$ cat src/rtl/stack_alu_pkg.sv
`default_nettype none
// ============================================================================
//  Module      : stack_alu_pkg
//  Description : Shared opcode, FSM-state, stack-command and per-opcode
//                operand-requirement constants for stack_alu_cpu.
//                Optional ROT support: define STACK_ALU_CPU_ROT_EN.
//  Revision    : 1.0 - initial release
// ============================================================================
package stack_alu_pkg;

   localparam logic [3:0] OP_NOP  = 4'h0;
   localparam logic [3:0] OP_PUSH = 4'h1;
   localparam logic [3:0] OP_POP  = 4'h2;
   localparam logic [3:0] OP_OUT  = 4'h3;
   localparam logic [3:0] OP_ROT  = 4'h4;
   localparam logic [3:0] OP_SWAP = 4'h5;
   localparam logic [3:0] OP_OVER = 4'h6;
   localparam logic [3:0] OP_DUP  = 4'h7;
   localparam logic [3:0] OP_ADD  = 4'h8;
   localparam logic [3:0] OP_SUB  = 4'h9;
   localparam logic [3:0] OP_AND  = 4'hA;
   localparam logic [3:0] OP_OR   = 4'hB;
   localparam logic [3:0] OP_XOR  = 4'hC;
   localparam logic [3:0] OP_NOT  = 4'hD;
   localparam logic [3:0] OP_INC  = 4'hE;
   localparam logic [3:0] OP_DEC  = 4'hF;

   typedef enum logic [0:0] {
      ST_FETCH = 1'b0,
      ST_EXEC  = 1'b1
   } state_e;

   // Single-cycle stack write commands understood by stack_regfile.
   typedef enum logic [2:0] {
      CMD_NONE      = 3'd0,
      CMD_PUSH      = 3'd1,
      CMD_POP       = 3'd2,
      CMD_POP2_PUSH = 3'd3,
      CMD_REPLACE   = 3'd4,
      CMD_SWAP      = 3'd5,
      CMD_ROT       = 3'd6
   } cmd_e;

`ifdef STACK_ALU_CPU_ROT_EN
   localparam logic [1:0] ROT_MIN_DEPTH = 2'd3;
`else
   localparam logic [1:0] ROT_MIN_DEPTH = 2'd0;
`endif

   // Minimum stack occupancy each opcode needs, indexed by opcode.
   localparam logic [1:0] MIN_DEPTH [16] = '{
      2'd0, 2'd0, 2'd1, 2'd1, ROT_MIN_DEPTH, 2'd2, 2'd2, 2'd1,
      2'd2, 2'd2, 2'd2, 2'd2, 2'd2,          2'd1, 2'd1, 2'd1
   };

   // Net change in occupancy each opcode causes, indexed by opcode.
   localparam int NET_PUSH [16] = '{
       0,  1, -1,  0,  0,  0,  1,  1,
      -1, -1, -1, -1, -1,  0,  0,  0
   };

endpackage
`default_nettype wire

$ cat src/rtl/stack_regfile.sv
`default_nettype none
// ============================================================================
//  Module      : stack_regfile
//  Description : WIDTH x DEPTH data stack with occupancy pointer, top/second
//                read ports and single-cycle write commands. The caller
//                guarantees each command is legal for the current depth.
//                Third-entry port exists only with STACK_ALU_CPU_ROT_EN.
//  Revision    : 1.0 - initial release
// ============================================================================
module stack_regfile
   import stack_alu_pkg::*;
#(
   parameter int WIDTH = 4,
   parameter int DEPTH = 8
) (
   input  logic                         clk,
   input  logic                         rst,
   input  cmd_e                         cmd,
   input  logic [WIDTH-1:0]             wdata,
   output logic [$clog2(DEPTH+1)-1:0]   depth,
   output logic [WIDTH-1:0]             top,
   output logic [WIDTH-1:0]             second
`ifdef STACK_ALU_CPU_ROT_EN
  ,output logic [WIDTH-1:0]             third
`endif
);

   localparam int PW = $clog2(DEPTH+1);

   logic [WIDTH-1:0] mem_q [DEPTH];
   logic [WIDTH-1:0] mem_d [DEPTH];
   logic [PW-1:0]    depth_q;
   logic [PW-1:0]    depth_d;
   logic [PW-1:0]    idx_t;
   logic [PW-1:0]    idx_s;

   assign idx_t = depth_q - PW'(1);
   assign idx_s = depth_q - PW'(2);
   assign depth = depth_q;

   // Top and second read ports; an out-of-range index simply reads zero.
   always_comb begin
      top    = '0;
      second = '0;
      for (int i = 0; i < DEPTH; i++) begin
         if (PW'(i) == idx_t) top    = mem_q[i];
         if (PW'(i) == idx_s) second = mem_q[i];
      end
   end

`ifdef STACK_ALU_CPU_ROT_EN
   logic [PW-1:0] idx_3;
   assign idx_3 = depth_q - PW'(3);

   // Third-entry read port used only by ROT.
   always_comb begin
      third = '0;
      for (int i = 0; i < DEPTH; i++) begin
         if (PW'(i) == idx_3) third = mem_q[i];
      end
   end
`endif

   // Next-state of the array and pointer for the requested command.
   always_comb begin
      mem_d   = mem_q;
      depth_d = depth_q;
      case (cmd)
         CMD_PUSH: begin
            for (int i = 0; i < DEPTH; i++)
               if (PW'(i) == depth_q) mem_d[i] = wdata;
            depth_d = depth_q + PW'(1);
         end
         CMD_POP: begin
            depth_d = depth_q - PW'(1);
         end
         CMD_POP2_PUSH: begin
            for (int i = 0; i < DEPTH; i++)
               if (PW'(i) == idx_s) mem_d[i] = wdata;
            depth_d = depth_q - PW'(1);
         end
         CMD_REPLACE: begin
            for (int i = 0; i < DEPTH; i++)
               if (PW'(i) == idx_t) mem_d[i] = wdata;
         end
         CMD_SWAP: begin
            for (int i = 0; i < DEPTH; i++) begin
               if (PW'(i) == idx_t) mem_d[i] = second;
               if (PW'(i) == idx_s) mem_d[i] = top;
            end
         end
`ifdef STACK_ALU_CPU_ROT_EN
         CMD_ROT: begin
            for (int i = 0; i < DEPTH; i++) begin
               if (PW'(i) == idx_t) mem_d[i] = third;
               if (PW'(i) == idx_s) mem_d[i] = top;
               if (PW'(i) == idx_3) mem_d[i] = second;
            end
         end
`endif
         default: begin
         end
      endcase
   end

   // Stack storage and pointer registers, cleared on reset.
   always_ff @(posedge clk) begin
      if (rst) begin
         for (int i = 0; i < DEPTH; i++) mem_q[i] <= '0;
         depth_q <= '0;
      end else begin
         mem_q   <= mem_d;
         depth_q <= depth_d;
      end
   end

endmodule
`default_nettype wire

$ cat src/rtl/stack_alu_cpu.sv
`default_nettype none
// ============================================================================
//  Module      : stack_alu_cpu
//  Description : Two-cycle FETCH/EXEC stack processor with integrated ALU,
//                carry flag, sticky over/underflow error and output latch.
//                Define STACK_ALU_CPU_ROT_EN to make opcode 4 a ROT.
//  Revision    : 1.0 - initial release
// ============================================================================
module stack_alu_cpu
   import stack_alu_pkg::*;
#(
   parameter int WIDTH = 4,
   parameter int DEPTH = 8
) (
   input  logic                         clk,
   input  logic                         rst,
   input  logic                         instr_valid,
   output logic                         instr_ready,
   input  logic [3:0]                   opcode,
   input  logic [WIDTH-1:0]             operand,
   output logic [WIDTH-1:0]             out_word,
   output logic                         out_strobe,
   output logic [$clog2(DEPTH+1)-1:0]   depth,
   output logic                         carry,
   output logic                         err
);

   localparam int PW = $clog2(DEPTH+1);

   state_e           state_q, state_d;
   logic [3:0]       op_q, op_d;
   logic [WIDTH-1:0] operand_q, operand_d;
   logic [WIDTH-1:0] out_word_q, out_word_d;
   logic             out_strobe_q, out_strobe_d;
   logic             carry_q, carry_d;
   logic             err_q, err_d;

   cmd_e             cmd;
   logic [WIDTH-1:0] wdata;
   logic [WIDTH:0]   wide;
   logic [WIDTH-1:0] top;
   logic [WIDTH-1:0] second;
   logic             underflow;
   logic             overflow;
`ifdef STACK_ALU_CPU_ROT_EN
   logic [WIDTH-1:0] third;
`endif

   stack_regfile #(
      .WIDTH (WIDTH),
      .DEPTH (DEPTH)
   ) u_regfile (
      .clk    (clk),
      .rst    (rst),
      .cmd    (cmd),
      .wdata  (wdata),
      .depth  (depth),
      .top    (top),
      .second (second)
`ifdef STACK_ALU_CPU_ROT_EN
     ,.third  (third)
`endif
   );

   assign underflow = depth < PW'(MIN_DEPTH[op_q]);
   assign overflow  = (NET_PUSH[op_q] > 0) && (depth == PW'(DEPTH));

   // FSM sequencing, decode and ALU; illegal-depth ops only raise err.
   always_comb begin
      state_d      = state_q;
      op_d         = op_q;
      operand_d    = operand_q;
      out_word_d   = out_word_q;
      out_strobe_d = 1'b0;
      carry_d      = carry_q;
      err_d        = err_q;
      cmd          = CMD_NONE;
      wdata        = '0;
      wide         = '0;
      instr_ready  = 1'b0;
      case (state_q)
         ST_FETCH: begin
            instr_ready = 1'b1;
            if (instr_valid) begin
               op_d      = opcode;
               operand_d = operand;
               state_d   = ST_EXEC;
            end
         end
         ST_EXEC: begin
            state_d = ST_FETCH;
            if (underflow || overflow) begin
               err_d = 1'b1;
            end else begin
               case (op_q)
                  OP_PUSH: begin cmd = CMD_PUSH; wdata = operand_q; end
                  OP_POP:  cmd = CMD_POP;
                  OP_OUT: begin
                     out_word_d   = top;
                     out_strobe_d = 1'b1;
                  end
`ifdef STACK_ALU_CPU_ROT_EN
                  OP_ROT:  cmd = CMD_ROT;
`endif
                  OP_SWAP: cmd = CMD_SWAP;
                  OP_OVER: begin cmd = CMD_PUSH; wdata = second; end
                  OP_DUP:  begin cmd = CMD_PUSH; wdata = top; end
                  OP_ADD: begin
                     wide    = {1'b0, second} + {1'b0, top};
                     cmd     = CMD_POP2_PUSH;
                     wdata   = wide[WIDTH-1:0];
                     carry_d = wide[WIDTH];
                  end
                  OP_SUB: begin
                     wide    = {1'b0, second} - {1'b0, top};
                     cmd     = CMD_POP2_PUSH;
                     wdata   = wide[WIDTH-1:0];
                     carry_d = wide[WIDTH];
                  end
                  OP_AND:  begin cmd = CMD_POP2_PUSH; wdata = second & top; end
                  OP_OR:   begin cmd = CMD_POP2_PUSH; wdata = second | top; end
                  OP_XOR:  begin cmd = CMD_POP2_PUSH; wdata = second ^ top; end
                  OP_NOT:  begin cmd = CMD_REPLACE;   wdata = ~top; end
                  OP_INC: begin
                     wide    = {1'b0, top} + (WIDTH+1)'(1);
                     cmd     = CMD_REPLACE;
                     wdata   = wide[WIDTH-1:0];
                     carry_d = wide[WIDTH];
                  end
                  OP_DEC: begin
                     wide    = {1'b0, top} - (WIDTH+1)'(1);
                     cmd     = CMD_REPLACE;
                     wdata   = wide[WIDTH-1:0];
                     carry_d = wide[WIDTH];
                  end
                  default: begin
                  end
               endcase
            end
         end
         default: state_d = ST_FETCH;
      endcase
   end

   // Control and flag registers; reset also aborts any op in EXEC.
   always_ff @(posedge clk) begin
      if (rst) begin
         state_q      <= ST_FETCH;
         op_q         <= OP_NOP;
         operand_q    <= '0;
         out_word_q   <= '0;
         out_strobe_q <= 1'b0;
         carry_q      <= 1'b0;
         err_q        <= 1'b0;
      end else begin
         state_q      <= state_d;
         op_q         <= op_d;
         operand_q    <= operand_d;
         out_word_q   <= out_word_d;
         out_strobe_q <= out_strobe_d;
         carry_q      <= carry_d;
         err_q        <= err_d;
      end
   end

   assign out_word   = out_word_q;
   assign out_strobe = out_strobe_q;
   assign carry      = carry_q;
   assign err        = err_q;

endmodule
`default_nettype wire
$ cat config.mk
export PLATFORM = sky130hd
export DESIGN_NAME = stack_alu_cpu
export DESIGN_NICKNAME = d
export VERILOG_FILES = /design/src/rtl/stack_alu_pkg.sv /design/src/rtl/stack_regfile.sv /design/src/rtl/stack_alu_cpu.sv
export SDC_FILE = /design/constraint.sdc
export NUM_CORES = 1
export LEC_CHECK = 0
export CORE_MARGIN = 2
export CORE_UTILIZATION = 25
export CTS_BUF_LIST = sky130_fd_sc_hd__clkbuf_8
export DETAILED_ROUTE_END_ITERATION = 16
export SETUP_SLACK_MARGIN = 0.1
export SLEW_MARGIN = 5
export SYNTH_ARGS = -nofsm -noshare
export SYNTH_HDL_FRONTEND = slang
export SYNTH_SLANG_ARGS = --single-unit
$ cat constraint.sdc
create_clock -name clk -period 8.05 [get_ports clk]
set_clock_uncertainty 0.15 [all_clocks]
set_input_delay 2.0125 -clock clk [delete_from_list [all_inputs] [get_ports clk]]
set_output_delay 2.0125 -clock clk [all_outputs]
set_load 0.1 [all_outputs]
==> results.toml <==
[synthesis]
synth_ff_type = "dfxtp_1"
yosysSeqAreaShare_pct = 20.3
avgSynthCellArea_sq_um = 7.56
synth_nets = 717
synthCells = 678
ys_ff_latch = 52
synth_cell_types = 90
netlist_area_sq_um = 5120
synth-edff-count = 0
ys_async_sr_fraction_pct = 0
yosysWarnings = 0

[placed_design]
place_congestion = 0.905
dp_hpwl_microns = 12200
io_buffers = 22
post-place-cells = 927

[run_status]
run_status = "finished clean"

[clock_tree]
ctsHoldBuffers = 0
cts_inserted_buffers = 5
htreeDepth = 2
cts_setup_buffers = 0
cts.repair.resized = 0
tritoncts = "yes"
cts.path.max_buffers = 2
clock_sinks = 52
insertion_delay_ps = 330
path_clk_slew_ps = 120
cts_root_buffer = "clkbuf_8"

[min_path]
whs_endpoint = "operand_q[3]$_SDFFE_PP0P_"
hold_path.class = "register to register"
min_path_cells = 2
worstHoldStart = "operand_q[3]$_SDFFE_PP0P_"

[timing]
period_minus_slack_ps = 5770
rsz0062_at_grt = "false"
hold_viol = 0
slew_headroom_pct = 26.0
setup_viol = 0
fin_crit_sh_pct = 71.7
fmax_ghz = 0.173
drv_slew = 0
finalSetupTns_ps = 0
tightestPinTransition_ps = 1110

[setup_path]
critPathArrivalTime_ps = 5800
critical_path_class = "register to register"
cp-start-kind = "register"
r2r-end = "u_regfile.mem_q[10]$_SDFFE_PP0P_"
end_kind = "register"
worstPathMaxFanout = 17
reg2reg_from = "u_regfile.depth[2]$_SDFFE_PP0P_"
rr_worst_depth = 17
required_ps = 8080
rrSetupSlack_ps = 2280

[global_routing]
grt_pass1_wl_microns = 27100
grt_busiest_layer = "met2"
grt_util_met2_pct = 24.5
grt.overflow.total = 0
grt_util_all_layers_pct = 15.5
grt_pass1_vias = 4905
grt_max_degree = 54
use_met3_pct = 1.99
use_met1_pct = 21.4
antenna_found_initial = 0

[finish]
fin_nets = 703
fin_cells = 935
multi_input_area_sq_um = 3710
regArea_sq_um = 1040
fin_util_pct = 27.7
drive_gt1_share_pct = 8.72
area_growth_pct = 8.94
fillers = 2180
diodes = 0

[floorplan]
rows = 52
core_area_sq_um = 20200
die_area_sq_um = 21700
io_pins = 23
initial_core_util_pct = 25.4
die_width_microns = 147
fp.dieH_microns = 147

[power_and_ir_drop]
leakagePower_nw = 1.77
finalPower_mw = 0.674
cellPowerDensity_nw_per_um2 = 121
peakVddDrop_v = 0.0000615

[drt]
vias_per_cell = 5.56
drtIter0Drc = 648
num_vias = 5199
wl_per_cell_microns = 18.1
firstDrtPassIters = 5
wirelength_microns = 16900
drc_errors = 0
ant_nets = 0

[flow_run]
cap_viol_max_count = 0
-- area by class of cell --
cell class	instances	area share (%)
Inverter	33	2.22
Tap cell	270	6.05
Timing Repair Buffer	27	4.53
Clock inverter	3	0.829
Sequential cell	52	18.7
Multi-Input combinational cell	545	66.5
Clock buffer	5	1.23
-- metrics by stage --
step / worst slack [ps] / instance area, sq um / hold slack [ps]
after detailed placement: 2450 / 5470 / 299
after CTS: 2390 / 5580 / 314
after global routing: 1860 / 5580 / 341
after global placement: 2580 / 5470 / 294
final: 2280 / 5580 / 314
after floorplan: 2780 / 5120 / 283
-- cell usage in the layout, fill, tap and decap left out, types with 6 or more instances in the layout --
cell / n
mux2_2: 8
a221oi_1: 7
dfxtp_1: 52
nand3_1: 15
nand3b_1: 12
and3_1: 8
o21ai_0: 31
nor3_1: 20
nand4_1: 6
a31oi_1: 7
mux2i_1: 13
inv_1: 28
nand2_1: 92
o211ai_1: 13
nor2_1: 90
nor2b_1: 9
a311oi_1: 29
a211oi_4: 7
o22ai_1: 6
clkdlybuf4s50_1: 21
a21oi_1: 37
ha_1: 27
-- worst max-delay path by stage --
stage,from,end,slack [ps]
2_1_floorplan,u_regfile.depth[0]$_SDFFE_PP0P_,u_regfile.mem_q[31]$_SDFFE_PP0P_,2780
3_3_place_gp,u_regfile.depth[2]$_SDFFE_PP0P_,u_regfile.mem_q[30]$_SDFFE_PP0P_,2580
3_5_place_dp,u_regfile.depth[2]$_SDFFE_PP0P_,u_regfile.mem_q[10]$_SDFFE_PP0P_,2450
4_1_cts,u_regfile.depth[2]$_SDFFE_PP0P_,u_regfile.mem_q[10]$_SDFFE_PP0P_,2390
5_1_grt,u_regfile.depth[2]$_SDFFE_PP0P_,u_regfile.mem_q[18]$_SDFFE_PP0P_,1860
6_report,u_regfile.depth[2]$_SDFFE_PP0P_,u_regfile.mem_q[10]$_SDFFE_PP0P_,2280
-- Yosys cell counts, types with 4 or more instances --
cell,number,area (sq um)
o31ai_1,4,30.0
nor2b_1,9,56.3
a311oi_1,29,254
clkbuf_1,17,63.8
a21oi_1,37,185
a31oi_1,7,43.8
buf_6,5,56.3
and2_1,5,31.3
o22ai_1,6,37.5
mux2i_1,13,130
a211oi_1,4,30.0
buf_2,13,65.1
nor3_1,20,100
o211ai_1,13,97.6
a211oi_4,7,140
nand4_1,6,37.5
buf_4,5,37.5
nand3b_1,12,90.1
nand2_1,92,345
dfxtp_1,52,1040
buf_1,7,26.3
xnor2_1,4,35.0
a311oi_2,4,60.1
and3_1,8,50.1
a221oi_1,7,61.3
ha_1,27,338
a22oi_1,4,30.0
nand3_1,15,75.1
o21ai_0,31,155
inv_1,28,105
nand2b_1,5,31.3
mux2_2,8,90.1
inv_2,4,15.0
nor2_1,90,338
-- sequential cells by signal (all words and copies together) (netlist names) --
signal,count
carry,1
err,1
op_q,4
operand_q,4
out_strobe,1
out_word,4
state_q,1
u_regfile.depth,4
u_regfile.mem_q,32
-- worst max-delay path, stage by stage (launching register included) --
cell       delay [ps]
dfxtp_1           780
inv_1             310
ha_1              520
clkinv_1          300
a2111oi_0         490
a221oi_1          210
o31ai_1           340
nand2_1           180
ha_1              250
fa_1              400
xor2_1            160
o221ai_1          140
a22oi_1           170
o221ai_1          150
a211oi_1          210
o21ai_1           130
o31ai_2           550
a311oi_1          190
-- power by group --
group / switching (mW) / internal [mW]
registers: 0.0139 / 0.267
clock network: 0.108 / 0.0941
logic: 0.128 / 0.0630
-- cell families (layout without fill, tap and decap cells) --
family                     after synthesis  count (layout)  share of synthesized area, %
AOI/OAI and AO/OA                      207             207                          33.4
and+or+nand+nor                        280             280                          25.6
muxes                                   21              21                          4.30
adders and majority gates               28              28                          6.98
DFF                                     52              52                          20.3
buffers and inverters                   81              68                          7.37
xor gates and xnor gates                 9               9                          2.05
-- metal layers --
metal,share of wire (%),wire (microns)
met1,45,7650
met2,46,7750
met3,6.6,1110
met4,2.5,427
met5,0,0
No activity file was read; power rests on OpenSTA's default activity.
